## config.mk

```make
export PLATFORM = sky130hd
export DESIGN_NAME = serial_frame_receiver_flat
export DESIGN_NICKNAME = d
export VERILOG_FILES = /design/src/rtl/serial_frame_receiver_if.sv /design/src/rtl/serial_frame_receiver.sv /design/src/flat_wrapper.sv
export SDC_FILE = /design/constraint.sdc
export NUM_CORES = 1
export LEC_CHECK = 0
export ABC_AREA = 1
export CORE_MARGIN = 4
export CORE_UTILIZATION = 53
export CTS_CLUSTER_DIAMETER = 30
export DETAILED_ROUTE_END_ITERATION = 6
export PLACE_DENSITY = 0.8
export SLEW_MARGIN = 0
export SYNTH_ARGS = -nofsm -noshare
export SYNTH_HDL_FRONTEND = slang
export SYNTH_SLANG_ARGS = --single-unit
```

## constraint.sdc

```tcl
create_clock -name clk -period 2.9 [get_ports clk]
set_input_delay 0.435 -clock clk [delete_from_list [all_inputs] [get_ports clk]]
set_output_delay 0.435 -clock clk [all_outputs]
set_load 0.05 [all_outputs]
```

## src/rtl/serial_frame_receiver_if.sv

```systemverilog
// Parallel word handshake and error pulses of the serial frame receiver.
// master drives word/valid/errors; slave drives data_ready.
interface serial_frame_receiver_if #(
    parameter int DATA_W = 4
);
    logic [DATA_W-1:0] data_out;
    logic              data_valid;
    logic              data_ready;
    logic              frame_err;
    logic              overrun;
    logic              parity_err;

    modport master (
        output data_out,
        output data_valid,
        output frame_err,
        output overrun,
        output parity_err,
        input  data_ready
    );

    modport slave (
        input  data_out,
        input  data_valid,
        input  frame_err,
        input  overrun,
        input  parity_err,
        output data_ready
    );
endinterface

```

## src/rtl/serial_frame_receiver.sv

```systemverilog
// Start/stop framed serial receiver with one-deep valid/ready output.
// Optional even parity bit after the data bits: define SFR_PARITY_EN.
module serial_frame_receiver #(
    parameter int DATA_W = 4
) (
    input  logic                    clk,
    input  logic                    reset,
    input  logic                    clken,
    input  logic                    shift_in,
    serial_frame_receiver_if.master word
);
    localparam int CW = $clog2(DATA_W + 1);

`ifdef SFR_PARITY_EN
    typedef enum logic [1:0] {IDLE, DATA, PARITY, STOP} state_t;
`else
    typedef enum logic [1:0] {IDLE, DATA, STOP} state_t;
`endif

    state_t            state;
    logic [CW-1:0]     cnt;
    logic [DATA_W-1:0] shreg;
    logic              can_load;

`ifdef SFR_PARITY_EN
    logic par_acc;
    logic par_bad;
`else
    assign word.parity_err = 1'b0;
`endif

    // A held word may be replaced in the same cycle it is consumed.
    assign can_load = !word.data_valid || word.data_ready;

    always_ff @(posedge clk or posedge reset) begin
        if (reset) begin
            state           <= IDLE;
            cnt             <= '0;
            shreg           <= '0;
            word.data_out   <= '0;
            word.data_valid <= 1'b0;
            word.frame_err  <= 1'b0;
            word.overrun    <= 1'b0;
`ifdef SFR_PARITY_EN
            word.parity_err <= 1'b0;
            par_acc         <= 1'b0;
            par_bad         <= 1'b0;
`endif
        end else begin
            word.frame_err <= 1'b0;
            word.overrun   <= 1'b0;
`ifdef SFR_PARITY_EN
            word.parity_err <= 1'b0;
`endif
            if (word.data_valid && word.data_ready)
                word.data_valid <= 1'b0;

            if (clken) begin
                unique case (state)
                    IDLE: begin
                        if (!shift_in) begin
                            state <= DATA;
                            cnt   <= '0;
`ifdef SFR_PARITY_EN
                            par_acc <= 1'b0;
`endif
                        end
                    end
                    DATA: begin
                        shreg <= (shreg << 1) | DATA_W'(shift_in);
                        cnt   <= cnt + CW'(1);
`ifdef SFR_PARITY_EN
                        par_acc <= par_acc ^ shift_in;
                        if (cnt == CW'(DATA_W - 1))
                            state <= PARITY;
`else
                        if (cnt == CW'(DATA_W - 1))
                            state <= STOP;
`endif
                    end
`ifdef SFR_PARITY_EN
                    PARITY: begin
                        par_bad <= par_acc ^ shift_in;
                        state   <= STOP;
                    end
`endif
                    STOP: begin
                        state <= IDLE;
                        // Framing error outranks parity error.
                        if (!shift_in)
                            word.frame_err <= 1'b1;
`ifdef SFR_PARITY_EN
                        else if (par_bad)
                            word.parity_err <= 1'b1;
`endif
                        else if (can_load) begin
                            word.data_out   <= shreg;
                            word.data_valid <= 1'b1;
                        end else
                            word.overrun <= 1'b1;
                    end
                    default: state <= IDLE;
                endcase
            end
        end
    end
endmodule

```

## src/flat_wrapper.sv

```systemverilog
// flat-port wrapper written by rule: the top's interface ports become plain ports
module serial_frame_receiver_flat 
#(
    parameter int DATA_W = 4
)
  (clk, reset, clken, shift_in, word_data_out, word_data_valid, word_frame_err, word_overrun, word_parity_err, word_data_ready);
  serial_frame_receiver_if #(.DATA_W(DATA_W)) word_i ();
  input  logic clk;
  input  logic reset;
  input  logic clken;
  input  logic shift_in;
  output wire logic [$bits(word_i.data_out)-1:0] word_data_out;
  output wire logic [$bits(word_i.data_valid)-1:0] word_data_valid;
  output wire logic [$bits(word_i.frame_err)-1:0] word_frame_err;
  output wire logic [$bits(word_i.overrun)-1:0] word_overrun;
  output wire logic [$bits(word_i.parity_err)-1:0] word_parity_err;
  input wire logic [$bits(word_i.data_ready)-1:0] word_data_ready;
  assign word_data_out = word_i.data_out;
  assign word_data_valid = word_i.data_valid;
  assign word_frame_err = word_i.frame_err;
  assign word_overrun = word_i.overrun;
  assign word_parity_err = word_i.parity_err;
  assign word_i.data_ready = word_data_ready;
  serial_frame_receiver #(.DATA_W(DATA_W)) u_core (.clk(clk), .reset(reset), .clken(clken), .shift_in(shift_in), .word(word_i));
endmodule
```

==> impl_metrics.csv <==
group,metric,value,unit
logic_synthesis,synth-seq-area-share,54.0,%
timing,setup-violations-final,0,
placed_design,gp_congestion,0.696,
logic_synthesis,synth_nets,93,
logic_synthesis,synthCells,86,
finish,layout-drive-gt1-share,9.28,%
setup_path,worstPathArrival,1.43,ns
timing,min_period_over_period,64.4,%
finish,fillCellCount,109,
grt,grt_max_degree,17,
setup_path,path_class,"reg2out",
clocking,clock_sinks,16,
setup_path,slowest_delay,0.81,ns
route,ant_nets,0,
logic_synthesis,ys_ff_latch,16,
logic_synthesis,synth_area,742,um2
floorplan,io_pins,13,
floorplan,die_h,45.4,um
clocking,clk-insertion-delay-late,0.27,ns
finish,regArea,400,um2
setup_path,critPathLaunchType,"flop",
hold_path,holdPathStages,2,
route,wl_met2,641,um
logic_synthesis,yosysWarnings,0,
route,wl_per_cell,11.0,um
timing,fin_skew,0.00547,ns
grt,grt_pass1_vias,514,
clocking,clk_path_buf_depth,2,
finish,final_common_cell,"nand2_1",
route,finalWirelength,1.23,mm
logic_synthesis,synth-compound-area-share,4.05,%
finish,num_antenna_cells,0,
job,cap_violations,0,
clocking,post_cts_buffers,0,
hold_path,min_to,"u_core.word.data_out[1]",
route,firstDrtPassIters,3,
pwr,powerDensity,801,nW/um2
setup_path,r2r_setup_slack,1.70,ns
logic_synthesis,synth_top_family_by_area,"simple AND/OR/NAND/NOR gates",
placed_design,dp_hpwl,1.01,mm
clocking,cts_buffers,3,
timing,hold_viol,0,
logic_synthesis,synthMuxAreaShare,0,%
setup_path,path_delay_family,"buffers and inverters",
finish,num-nets-final,106,
timing,max_freq,0.535,GHz
clocking,h-tree-depth,1,
status,status,"completed",
finish,final_cells,112,
placed_design,io_buffers,11,
logic_synthesis,synth_fa_ha_area_share,3.37,%
placed_design,dp.cells,109,
timing,hold_slack,0.476,ns
timing,worst_slack,1.03,ns
timing,rsz0062_at_grt,"no",
finish,utilization,66.1,%
clocking,clk_pin_slew,0.08,ns
finish,area_growth,17.4,%
pwr,vdd_drop_max,0.000376,V
timing,maxSlewHeadroom,61.5,%
hold_path,hold_path_startpoint,"u_core.shreg[1]",
route,routed.top_layer,"met3",
clocking,cts_tree,"built",
finish,final_cell_mix,"nand2_1, dfrtp_1, clkdlybuf4s50_1",
floorplan,start_util,56.3,%
hold_path,hp-class,"reg2reg",
pwr,leakage,0.460,nW
timing,worst_pin_slew,0.577,ns
timing,fin_setup_tns,0,ns
clocking,clockRootBuffer,"clkbuf_4",
floorplan,coreArea,1320,um2
floorplan,dieArea,2060,um2
logic_synthesis,avgSynthCellArea,8.63,um2
logic_synthesis,synth_simple_gate_area_share,28.3,%
timing,report.final.slew_viol_count,0,
setup_path,critPathSlowestCell,"clkdlybuf4s50_1",
clocking,cts_hold_buf,0,
setup_path,worstReg2RegStart,"u_core.cnt[0]",
floorplan,fp-row-count,13,
finish,multiInputGateArea,269,um2
route,routed_via_density,4.88,
grt,antenna_found_initial,0,
placed_design,place_ws,1.21,ns
route,drt_iter0_drc,6,
logic_synthesis,ys_types,19,
logic_synthesis,synth_xor_area_share,0,%
setup_path,critical_path.cell_chain,"clkdlybuf4s50_1",
logic_synthesis,synth_top_area_share,54.0,%
grt,grt_pass1_wl,2.23,mm
route,routed-via-count,547,
logic_synthesis,synth_top_area_cell,"dfrtp_1",
floorplan,die_w,45.4,um
grt,grt-ovfl-total,0,
route,wl_met3,59,um
clocking,post_cts_resized,0,
route,wl_met1,531,um
setup_path,cp.required,2.47,ns
logic_synthesis,synth.area.top_cells,"dfrtp_1, nand2_1, inv_1, ha_1, buf_4",
setup_path,rr_endpoint,"u_core.state[0]",
grt,grt_use_total,14.8,%
route,drcViolationCount,0,
setup_path,end_kind,"output pin",
timing,min_period,1.87,ns
setup_path,cp_max_fo,2,
setup_path,cp_num_buf_inv,1,
setup_path,reg2regPathDepth,6,
==> worst max-delay path by stage <==
stage / end / start / cells past startpoint / slack [ns]
2_1_floorplan: u_core.word.data_out[0] / u_core.word.data_valid / 6 / 1.71
3_3_place_gp: u_core.word.data_out[3] / clken / 6 / 1.25
3_5_place_dp: u_core.word.data_out[0] / clken / 6 / 1.21
4_1_cts: word_data_out[2] / u_core.word.data_out[2] / 1 / 1.02
5_1_grt: word_data_valid / u_core.word.data_valid / 1 / 0.98
6_report: word_data_out[2] / u_core.word.data_out[2] / 1 / 1.03
==> stage by stage <==
step | total power [mW] | area [um2]
floorplan | 0.523 | 742
global placement | 0.576 | 848
detailed placement | 0.593 | 848
CTS | 0.704 | 871
global route | 0.754 | 871
finish | 0.697 | 871
==> cell type report <==
cell class,instances,area share [%]
multi-input cells,55,30.9
clock buffers,3,2.59
flip-flops and latches,16,46.0
repair buffers,11,12.6
inverters,12,5.75
well taps,15,2.16
==> flip-flops by register name, indices dropped and copies added (netlist names) <==
signal,cells
u_core.word.data_valid,1
u_core.cnt,3
u_core.state,2
u_core.word.frame_err,1
u_core.word.overrun,1
u_core.shreg,4
u_core.word.data_out,4
==> routing by layer <==
layer / up-vias / GRT usage (%)
met5: - / 0
met2: 8 / 26.2
li1: 284 / -
met1: 255 / 17.5
met3: 0 / 3.95
met4: 0 / 3.51
==> Yosys cell counts <==
cell and number:
nand3_1 1, conb_1 1, nand3b_1 1, clkinv_4 1
o21ai_1 3, nor3_1 1, nor2_2 1, ha_1 2
dfrtp_1 16, nand4_2 1, buf_4 3, nor2_4 1
inv_1 10, o21ai_0 3, nand2_1 32, nor2_1 5
nand4_1 2, inv_2 1, nand2_4 1
==> report_power, final <==
part / internal, mW / switching [mW] / total (mW)
clock: 0.0480 / 0.0629 / 0.111
combinational: 0.0890 / 0.164 / 0.253
sequential: 0.287 / 0.0467 / 0.334
==> cells by family (layout without fill, tap and decap cells) <==
group / after synthesis / in the layout
other: 1 / 1
buffers and inverters: 15 / 26
AND/OR/NAND/NOR: 46 / 46
AO/OA/AOI/OAI: 6 / 6
flip-flops: 16 / 16
adder cells (fa/ha/maj): 2 / 2
No activity file was read; power rests on OpenSTA's default activity.
